**src/rtl/alu_rs_bank.sv**
```systemverilog
`default_nettype none
// ============================================================================
// Module   : alu_rs_bank
// Purpose  : Bank of ALU reservation stations sitting behind issue_logic.
//            Captures issued operands/tags, snoops the CDB to resolve pending
//            operands, dispatches ready entries oldest-first to one ALU over a
//            valid/ready handshake, and frees each entry when its own tag is
//            broadcast on the CDB.
// Ports    : clk_i, reset_ni      - clock (rising edge), async active-low reset
//            cdb_i               - CDB {tag, val}; tag == NO_VAL means idle
//            write_en_i          - one-hot entry write strobe from issue_logic
//            value1_i/value2_i   - operand values
//            tag1_i/tag2_i       - operand producer tags (NO_VAL = value valid)
//            alu_op_i/shift_op_i - operation to capture
//            busy_o              - per-entry occupied flag back to issue_logic
//            alu_valid_o/alu_ready_i - dispatch handshake
//            alu_a_o/alu_b_o/alu_op_o/alu_shift_op_o/alu_tag_o - dispatch payload
// Revision : 1.0 - initial release
// ============================================================================
module alu_rs_bank #(
  parameter int               NUM_ENTRIES = 3,
  parameter int               TAG_W       = 4,
  parameter int               OP_W        = 4,
  parameter int               SHIFT_W     = 2,
  parameter logic [TAG_W-1:0] NO_VAL      = '0,
  parameter logic [TAG_W-1:0] BASE_TAG    = {{(TAG_W-1){1'b0}}, 1'b1}
) (
  input  logic                   clk_i,
  input  logic                   reset_ni,
  input  logic [TAG_W+31:0]      cdb_i,
  input  logic [NUM_ENTRIES-1:0] write_en_i,
  input  logic [31:0]            value1_i,
  input  logic [31:0]            value2_i,
  input  logic [TAG_W-1:0]       tag1_i,
  input  logic [TAG_W-1:0]       tag2_i,
  input  logic [OP_W-1:0]        alu_op_i,
  input  logic [SHIFT_W-1:0]     shift_op_i,
  output logic [NUM_ENTRIES-1:0] busy_o,
  output logic                   alu_valid_o,
  input  logic                   alu_ready_i,
  output logic [31:0]            alu_a_o,
  output logic [31:0]            alu_b_o,
  output logic [OP_W-1:0]        alu_op_o,
  output logic [SHIFT_W-1:0]     alu_shift_op_o,
  output logic [TAG_W-1:0]       alu_tag_o
);

  localparam int               AGE_W   = $clog2(NUM_ENTRIES) + 1;
  localparam int               IDX_W   = (NUM_ENTRIES > 1) ? $clog2(NUM_ENTRIES) : 1;
  localparam logic [AGE_W-1:0] AGE_MAX = '1;

  typedef enum logic [1:0] {
    S_FREE  = 2'd0,
    S_WAIT  = 2'd1,
    S_READY = 2'd2,
    S_EXEC  = 2'd3
  } rs_state_e;

  // Per-entry storage
  rs_state_e          state_q [NUM_ENTRIES];
  logic [31:0]        val1_q  [NUM_ENTRIES];
  logic [31:0]        val2_q  [NUM_ENTRIES];
  logic [TAG_W-1:0]   tag1_q  [NUM_ENTRIES];
  logic [TAG_W-1:0]   tag2_q  [NUM_ENTRIES];
  logic [OP_W-1:0]    op_q    [NUM_ENTRIES];
  logic [SHIFT_W-1:0] sop_q   [NUM_ENTRIES];
  logic [AGE_W-1:0]   age_q   [NUM_ENTRIES];

  // Dispatch register
  logic               disp_valid_q;
  logic [31:0]        disp_a_q;
  logic [31:0]        disp_b_q;
  logic [OP_W-1:0]    disp_op_q;
  logic [SHIFT_W-1:0] disp_sop_q;
  logic [TAG_W-1:0]   disp_tag_q;

  // CDB decode
  logic [TAG_W-1:0] cdb_tag;
  logic [31:0]      cdb_val;
  logic             cdb_live;
  assign cdb_tag  = cdb_i[TAG_W+31:32];
  assign cdb_val  = cdb_i[31:0];
  assign cdb_live = (cdb_tag != NO_VAL);

  // Write capture with same-cycle CDB bypass: a producer broadcasting on the
  // very edge we capture would otherwise be missed forever.
  logic             byp1, byp2;
  logic [31:0]      cap_val1, cap_val2;
  logic [TAG_W-1:0] cap_tag1, cap_tag2;
  assign byp1     = cdb_live && (tag1_i == cdb_tag);
  assign byp2     = cdb_live && (tag2_i == cdb_tag);
  assign cap_val1 = byp1 ? cdb_val : value1_i;
  assign cap_val2 = byp2 ? cdb_val : value2_i;
  assign cap_tag1 = byp1 ? NO_VAL : tag1_i;
  assign cap_tag2 = byp2 ? NO_VAL : tag2_i;

  logic [TAG_W-1:0]       own_tag [NUM_ENTRIES];
  logic [NUM_ENTRIES-1:0] occupied, wr_fire, res1, res2, pend1_d, pend2_d, free_hit, sel_oh;
  logic                   any_write;

  logic             any_ready;
  logic [IDX_W-1:0] sel_idx;
  logic [AGE_W-1:0] sel_age;
  logic             disp_fire;

  genvar gk;
  generate
    for (gk = 0; gk < NUM_ENTRIES; gk++) begin : g_entry
      assign own_tag[gk]  = BASE_TAG + TAG_W'(gk);
      assign occupied[gk] = (state_q[gk] != S_FREE);
      assign wr_fire[gk]  = write_en_i[gk] && (state_q[gk] == S_FREE);
      // Snoop hits; cdb_live guarantees the stored tag is not NO_VAL
      assign res1[gk]     = cdb_live && (tag1_q[gk] == cdb_tag);
      assign res2[gk]     = cdb_live && (tag2_q[gk] == cdb_tag);
      assign pend1_d[gk]  = (tag1_q[gk] != NO_VAL) && !res1[gk];
      assign pend2_d[gk]  = (tag2_q[gk] != NO_VAL) && !res2[gk];
      assign free_hit[gk] = cdb_live && (cdb_tag == own_tag[gk]);
      assign sel_oh[gk]   = disp_fire && (sel_idx == IDX_W'(gk));
    end
  endgenerate

  assign any_write = |wr_fire;
  assign busy_o    = occupied;

  // Oldest READY entry wins; ages of occupied entries are always distinct.
  always_comb begin
    any_ready = 1'b0;
    sel_idx   = '0;
    sel_age   = '0;
    for (int k = 0; k < NUM_ENTRIES; k++) begin
      if (state_q[k] == S_READY && (!any_ready || age_q[k] > sel_age)) begin
        any_ready = 1'b1;
        sel_idx   = IDX_W'(k);
        sel_age   = age_q[k];
      end
    end
  end

  assign disp_fire = any_ready && (!disp_valid_q || alu_ready_i);

  always_ff @(posedge clk_i or negedge reset_ni) begin
    if (!reset_ni) begin
      for (int k = 0; k < NUM_ENTRIES; k++) begin
        state_q[k] <= S_FREE;
        val1_q[k]  <= '0;
        val2_q[k]  <= '0;
        tag1_q[k]  <= NO_VAL;
        tag2_q[k]  <= NO_VAL;
        op_q[k]    <= '0;
        sop_q[k]   <= '0;
        age_q[k]   <= '0;
      end
      disp_valid_q <= 1'b0;
      disp_a_q     <= '0;
      disp_b_q     <= '0;
      disp_op_q    <= '0;
      disp_sop_q   <= '0;
      disp_tag_q   <= NO_VAL;
    end else begin
      for (int k = 0; k < NUM_ENTRIES; k++) begin
        if (any_write && occupied[k] && age_q[k] != AGE_MAX)
          age_q[k] <= age_q[k] + 1'b1;

        unique case (state_q[k])
          S_FREE: begin
            if (wr_fire[k]) begin
              val1_q[k]  <= cap_val1;
              val2_q[k]  <= cap_val2;
              tag1_q[k]  <= cap_tag1;
              tag2_q[k]  <= cap_tag2;
              op_q[k]    <= alu_op_i;
              sop_q[k]   <= shift_op_i;
              age_q[k]   <= '0;
              state_q[k] <= (cap_tag1 == NO_VAL && cap_tag2 == NO_VAL) ? S_READY : S_WAIT;
            end
          end
          S_WAIT: begin
            if (res1[k]) begin
              val1_q[k] <= cdb_val;
              tag1_q[k] <= NO_VAL;
            end
            if (res2[k]) begin
              val2_q[k] <= cdb_val;
              tag2_q[k] <= NO_VAL;
            end
            if (!pend1_d[k] && !pend2_d[k])
              state_q[k] <= S_READY;
          end
          S_READY: begin
            if (sel_oh[k])
              state_q[k] <= S_EXEC;
          end
          S_EXEC: begin
            if (free_hit[k])
              state_q[k] <= S_FREE;
          end
          default: state_q[k] <= S_FREE;
        endcase
      end

      if (disp_fire) begin
        disp_valid_q <= 1'b1;
        disp_a_q     <= val1_q[sel_idx];
        disp_b_q     <= val2_q[sel_idx];
        disp_op_q    <= op_q[sel_idx];
        disp_sop_q   <= sop_q[sel_idx];
        disp_tag_q   <= own_tag[sel_idx];
      end else if (alu_ready_i) begin
        disp_valid_q <= 1'b0;
      end
    end
  end

  assign alu_valid_o    = disp_valid_q;
  assign alu_a_o        = disp_a_q;
  assign alu_b_o        = disp_b_q;
  assign alu_op_o       = disp_op_q;
  assign alu_shift_op_o = disp_sop_q;
  assign alu_tag_o      = disp_tag_q;

  // issue_logic must never write an occupied entry or strobe two entries
  a_write_onehot: assert property (@(posedge clk_i) disable iff (!reset_ni)
                                   $onehot0(write_en_i));
  a_write_free:   assert property (@(posedge clk_i) disable iff (!reset_ni)
                                   (write_en_i & occupied) == '0);

endmodule
`default_nettype wire

```
**config.mk**
```make
export PLATFORM = sky130hd
export DESIGN_NAME = alu_rs_bank
export DESIGN_NICKNAME = d
export VERILOG_FILES = /design/src/rtl/alu_rs_bank.sv
export SDC_FILE = /design/constraint.sdc
export NUM_CORES = 1
export LEC_CHECK = 0
export CAP_MARGIN = 40
export CORE_MARGIN = 5
export CORE_UTILIZATION = 45
export DETAILED_ROUTE_END_ITERATION = 10
export DONT_BUFFER_PORTS = 1
export GPL_TIMING_DRIVEN = 0
export SYNTH_ARGS = -nofsm -noshare
export SYNTH_HDL_FRONTEND = slang
export SYNTH_SLANG_ARGS = --single-unit
```
**constraint.sdc**
```tcl
create_clock -name clk_i -period 9.35 [get_ports clk_i]
set_clock_uncertainty 0.05 [all_clocks]
set_input_delay 1.4025 -clock clk_i [delete_from_list [all_inputs] [get_ports clk_i]]
set_output_delay 1.4025 -clock clk_i [all_outputs]
set_load 0.02 [all_outputs]
```
==> reports/metrics.csv <==
stage;metric;value;unit
status;outcome;finished clean;
floorplan;Die Y-Extent;196;um
setup_path;WP data required;9680;ps
clock_tree;CTS sink cnt;322;
logic_synthesis;Post-synth EDFFs;0;
logic_synthesis;Post-Synthesis Cells;1510;
setup_path;crit end category;flop;
setup_path;Slowest-stage cell, CP;o32ai_2;
finish;Util after Layout;50.6;%
setup_path;Crit path top cell by count;ha_1;
global_routing;initial antenna violation count;1;
clock_tree;Root Buffer;clkbuf_16;
logic_synthesis;Synth cell types;50;
pwr;switch share;43.1;%
pwr;Clk pwr share;20.0;%
finish;layout cells sized above 1;8.30;%
floorplan;Starting Density;45.3;%
setup_path;Cell Chain, Critical Path;inv_1, ha_1, clkbuf_1, nand2_1, ha_1, and3_1, o32ai_2, mux2_2, ha_1, and3_1, or4_1, and4b_1, buf_2, clkbuf_1, a222oi_1, o21ai_1;
setup_path;R2R Setup Slk;4220;ps
floorplan;DIE WIDTH;196;um
logic_synthesis;Yosys reg bits;322;
timing;Hold Fails Final Rpt;0;
logic_synthesis;register area share after synthesis;51.7;%
clock_tree;Reg clk slew, reported paths;50;ps
detailed_routing;vias per inst;5.81;
setup_path;CP Class;reg -> reg;
logic_synthesis;yosys synthesis warning count;0;
finish;number of diodes;0;
timing;Final period util;54.9;%
detailed_routing;TritonRoute pass-1 iters;8;
finish;most frequent cells in the layout;dfrtp_1, nand2_1, o21ai_1, mux2i_1, inv_1;
hold_path;number of cells on the worst hold path;2;
placed_design;hpwl dp;34000;um
placed_design;DP Cell Count;1968;
timing;setup TNS;0;ps
timing;fin. max-slew vios;0;
timing;unrepaired setup endpoints after global routing;no;
clock_tree;H-tree lvl count;2;
setup_path;CP Max Fanout;10;
setup_path;CP Depth;16;
hold_path;Hold Crit Start;val1_q[1]$_DFFE_PN0P_;
detailed_routing;final antenna-violating net count;0;
timing;Highest Clock Rate;195;MHz
finish;non-filler cells in the finished layout;2033;
clock_tree;CTS tree;done;
clock_tree;worst skew pair latency;530;ps
run;Max-cap violations;0;
global_routing;first-pass GRT wire length;74300;um
setup_path;crit path DAT;5460;ps
floorplan;die footprint;38400;um^2
setup_path;family with the most delay on the worst path;simple AND/OR/NAND/NOR gates;
pwr;Sequential Power Share;36.5;%
floorplan;I/O pins;198;
detailed_routing;Residual DRC;0;
clock_tree;CTS buffer count;38;
logic_synthesis;ys flop type;dfrtp_1;
finish;synthesis-to-layout area growth;11.7;%
timing;setup slack after layout;4220;ps
floorplan;# rows;68;
detailed_routing;Iter 0 DRT Violations;1061;
pwr;power share of the combinational group;43.5;%
global_routing;GRT Resource Usage Total;24.9;%
timing;Slew headroom;16.5;%
clock_tree;Setup Fix Bufs, Post-CTS;0;
timing;final setup vio count;0;
global_routing;vias in the first global route;12100;
global_routing;pin count of the biggest net entering global routing;323;
clock_tree;post-CTS sizing;0;
setup_path;worst r2r src;state_q[4]$_DFFE_PN0P_;
clock_tree;Longest Clk Path Bufs;3;
logic_synthesis;syn avg cell area;10.3;um^2
detailed_routing;via count;11800;
pwr;Cell Pwr Density;415;nW/um^2
finish;fin nets;1700;
pwr;internal power;0.00411;W
timing;crit path time final;5130;ps
setup_path;Setup crit start;state_q[4]$_DFFE_PN0P_;
pwr;Leak;8.54;nW
pwr;worst vdd ir;0.223;mV
setup_path;crit-path max cell delay;630;ps
clock_tree;post-cts hold buffer count;0;
detailed_routing;routed wire length;48300;um
placed_design;pre-CTS WS;4240;ps
floorplan;core area;34400;um^2
setup_path;Critical Path Start Type;flop;
timing;Worst Max-Slew Pin Slew;1250;ps
global_routing;GRT overflow;0;
placed_design;routability cong.;0.838;
logic_synthesis;FFs w/ async S/R, synth;100;%
setup_path;worst-case reg-to-reg path depth;16;
logic_synthesis;Cell Area, Synth;15600;um^2
setup_path;Buf/Inv on CP;4;
finish;most common cell after layout, fill and taps aside;dfrtp_1;
pwr;Psw;0.00312;W
detailed_routing;Avg WL per Cell;23.8;um
hold_path;type of the most critical hold path;reg -> reg;
placed_design;IO buf count;0;
[layer usage]
layer / track usage [%] / share of wire [%] / vias to the layer above
met2: 41.1 / 48 / 396
met3: 6.01 / 7.6 / 73
met1: 33.1 / 42 / 5915
li1: - / - / 5430
met4: 7.09 / 2.7 / 0
met5: 0 / 0 / -
[stage by stage]
step	instance area (um^2)	power, W	hold slack [ps]
after global placement	16100	0.00570	412
after global routing	17400	0.00772	454
after CTS	17400	0.00727	434
after floorplan	15600	0.00477	399
after detailed placement	16200	0.00581	420
final	17400	0.00722	429
[tightest hold or removal path: cells and delay by family, from the launching register on]
kind,cells,cell delay (ps)
flip-flops,1,340
AO/OA/AOI/OAI,1,60
AND/OR/NAND/NOR,1,40
[flip-flops by register name, indices dropped and copies added, names as in the netlist, 2 cells and up]
signal / count
val2_q: 96
alu_tag_o: 2
alu_op_o: 4
alu_shift_op_o: 2
val1_q: 96
tag1_q: 12
op_q: 12
sop_q: 6
alu_a_o: 32
age_q: 9
alu_b_o: 32
state_q: 6
tag2_q: 12
[power by group through the flow]
stage	registers [W]	clock network, W	logic, W
after CTS	0.00263	0.00147	0.00317
final	0.00263	0.00144	0.00314
after global placement	0.00264	0	0.00306
after floorplan	0.00251	0	0.00226
after global routing	0.00271	0.00153	0.00348
after detailed placement	0.00265	0	0.00316
[path summary, 6_finish.rpt]
check                                    endpoint
max                        alu_a_o[1]$_DFFE_PN0P_
min in group asynchronous     op_q[2]$_DFFE_PN0P_
min reg2reg                 val1_q[1]$_DFFE_PN0P_
max reg2reg                alu_a_o[1]$_DFFE_PN0P_
min                         val1_q[1]$_DFFE_PN0P_
max in group asynchronous  val1_q[42]$_DFFE_PN0P_
[cells by family (layout without fill, tap and decap cells)]
| family | Yosys count | count (layout) | synth area share (%) |
|---|---|---|---|
| adders and majority gates | 27 | 27 | 2.17 |
| and+or+nand+nor | 309 | 309 | 8.33 |
| AOI/OAI and AO/OA | 399 | 399 | 15.6 |
| DFF | 322 | 322 | 51.7 |
| buffers and inverters | 190 | 257 | 5.38 |
| xor gates and xnor gates | 33 | 33 | 1.86 |
| other | 1 | 2 | 0.0241 |
| muxes | 229 | 229 | 14.9 |
[synthesized netlist by cell type, types with 2 or more instances]
cell,number,area (um^2)
a211o_1,3,26.3
a211oi_1,2,15.0
a21o_1,2,15.0
a21oi_1,12,60.1
a222oi_1,67,671
a22oi_1,3,22.5
and3_1,3,18.8
buf_2,16,80.1
buf_4,18,135
buf_6,5,56.3
clkbuf_1,62,233
dfrtp_1,322,8060
ha_1,27,338
inv_1,87,327
mux2_2,22,248
mux2i_1,207,2070
nand2_1,255,957
nand3_1,8,40.0
nand4_1,5,31.3
nor2_1,14,52.6
nor2_4,6,67.6
nor4_1,7,43.8
o21ai_0,59,295
o21ai_1,236,1180
o221a_2,2,22.5
o31a_1,2,17.5
o31ai_1,2,15.0
or4_1,3,22.5
xnor2_1,22,193
xor2_1,11,96.3
[final cells by class]
type                            count  area [um^2]
Multi-Input combinational cell    999         6690
Clock buffer                       59         1140
Timing Repair Buffer                2         26.3
Tap cell                          455          569
Inverter                           88          330
Buffer                            102          508
Fill cell                        3205        17000
Sequential cell                   322         8060
Clock inverter                      6         65.1
No activity file was read; power rests on OpenSTA's default activity.
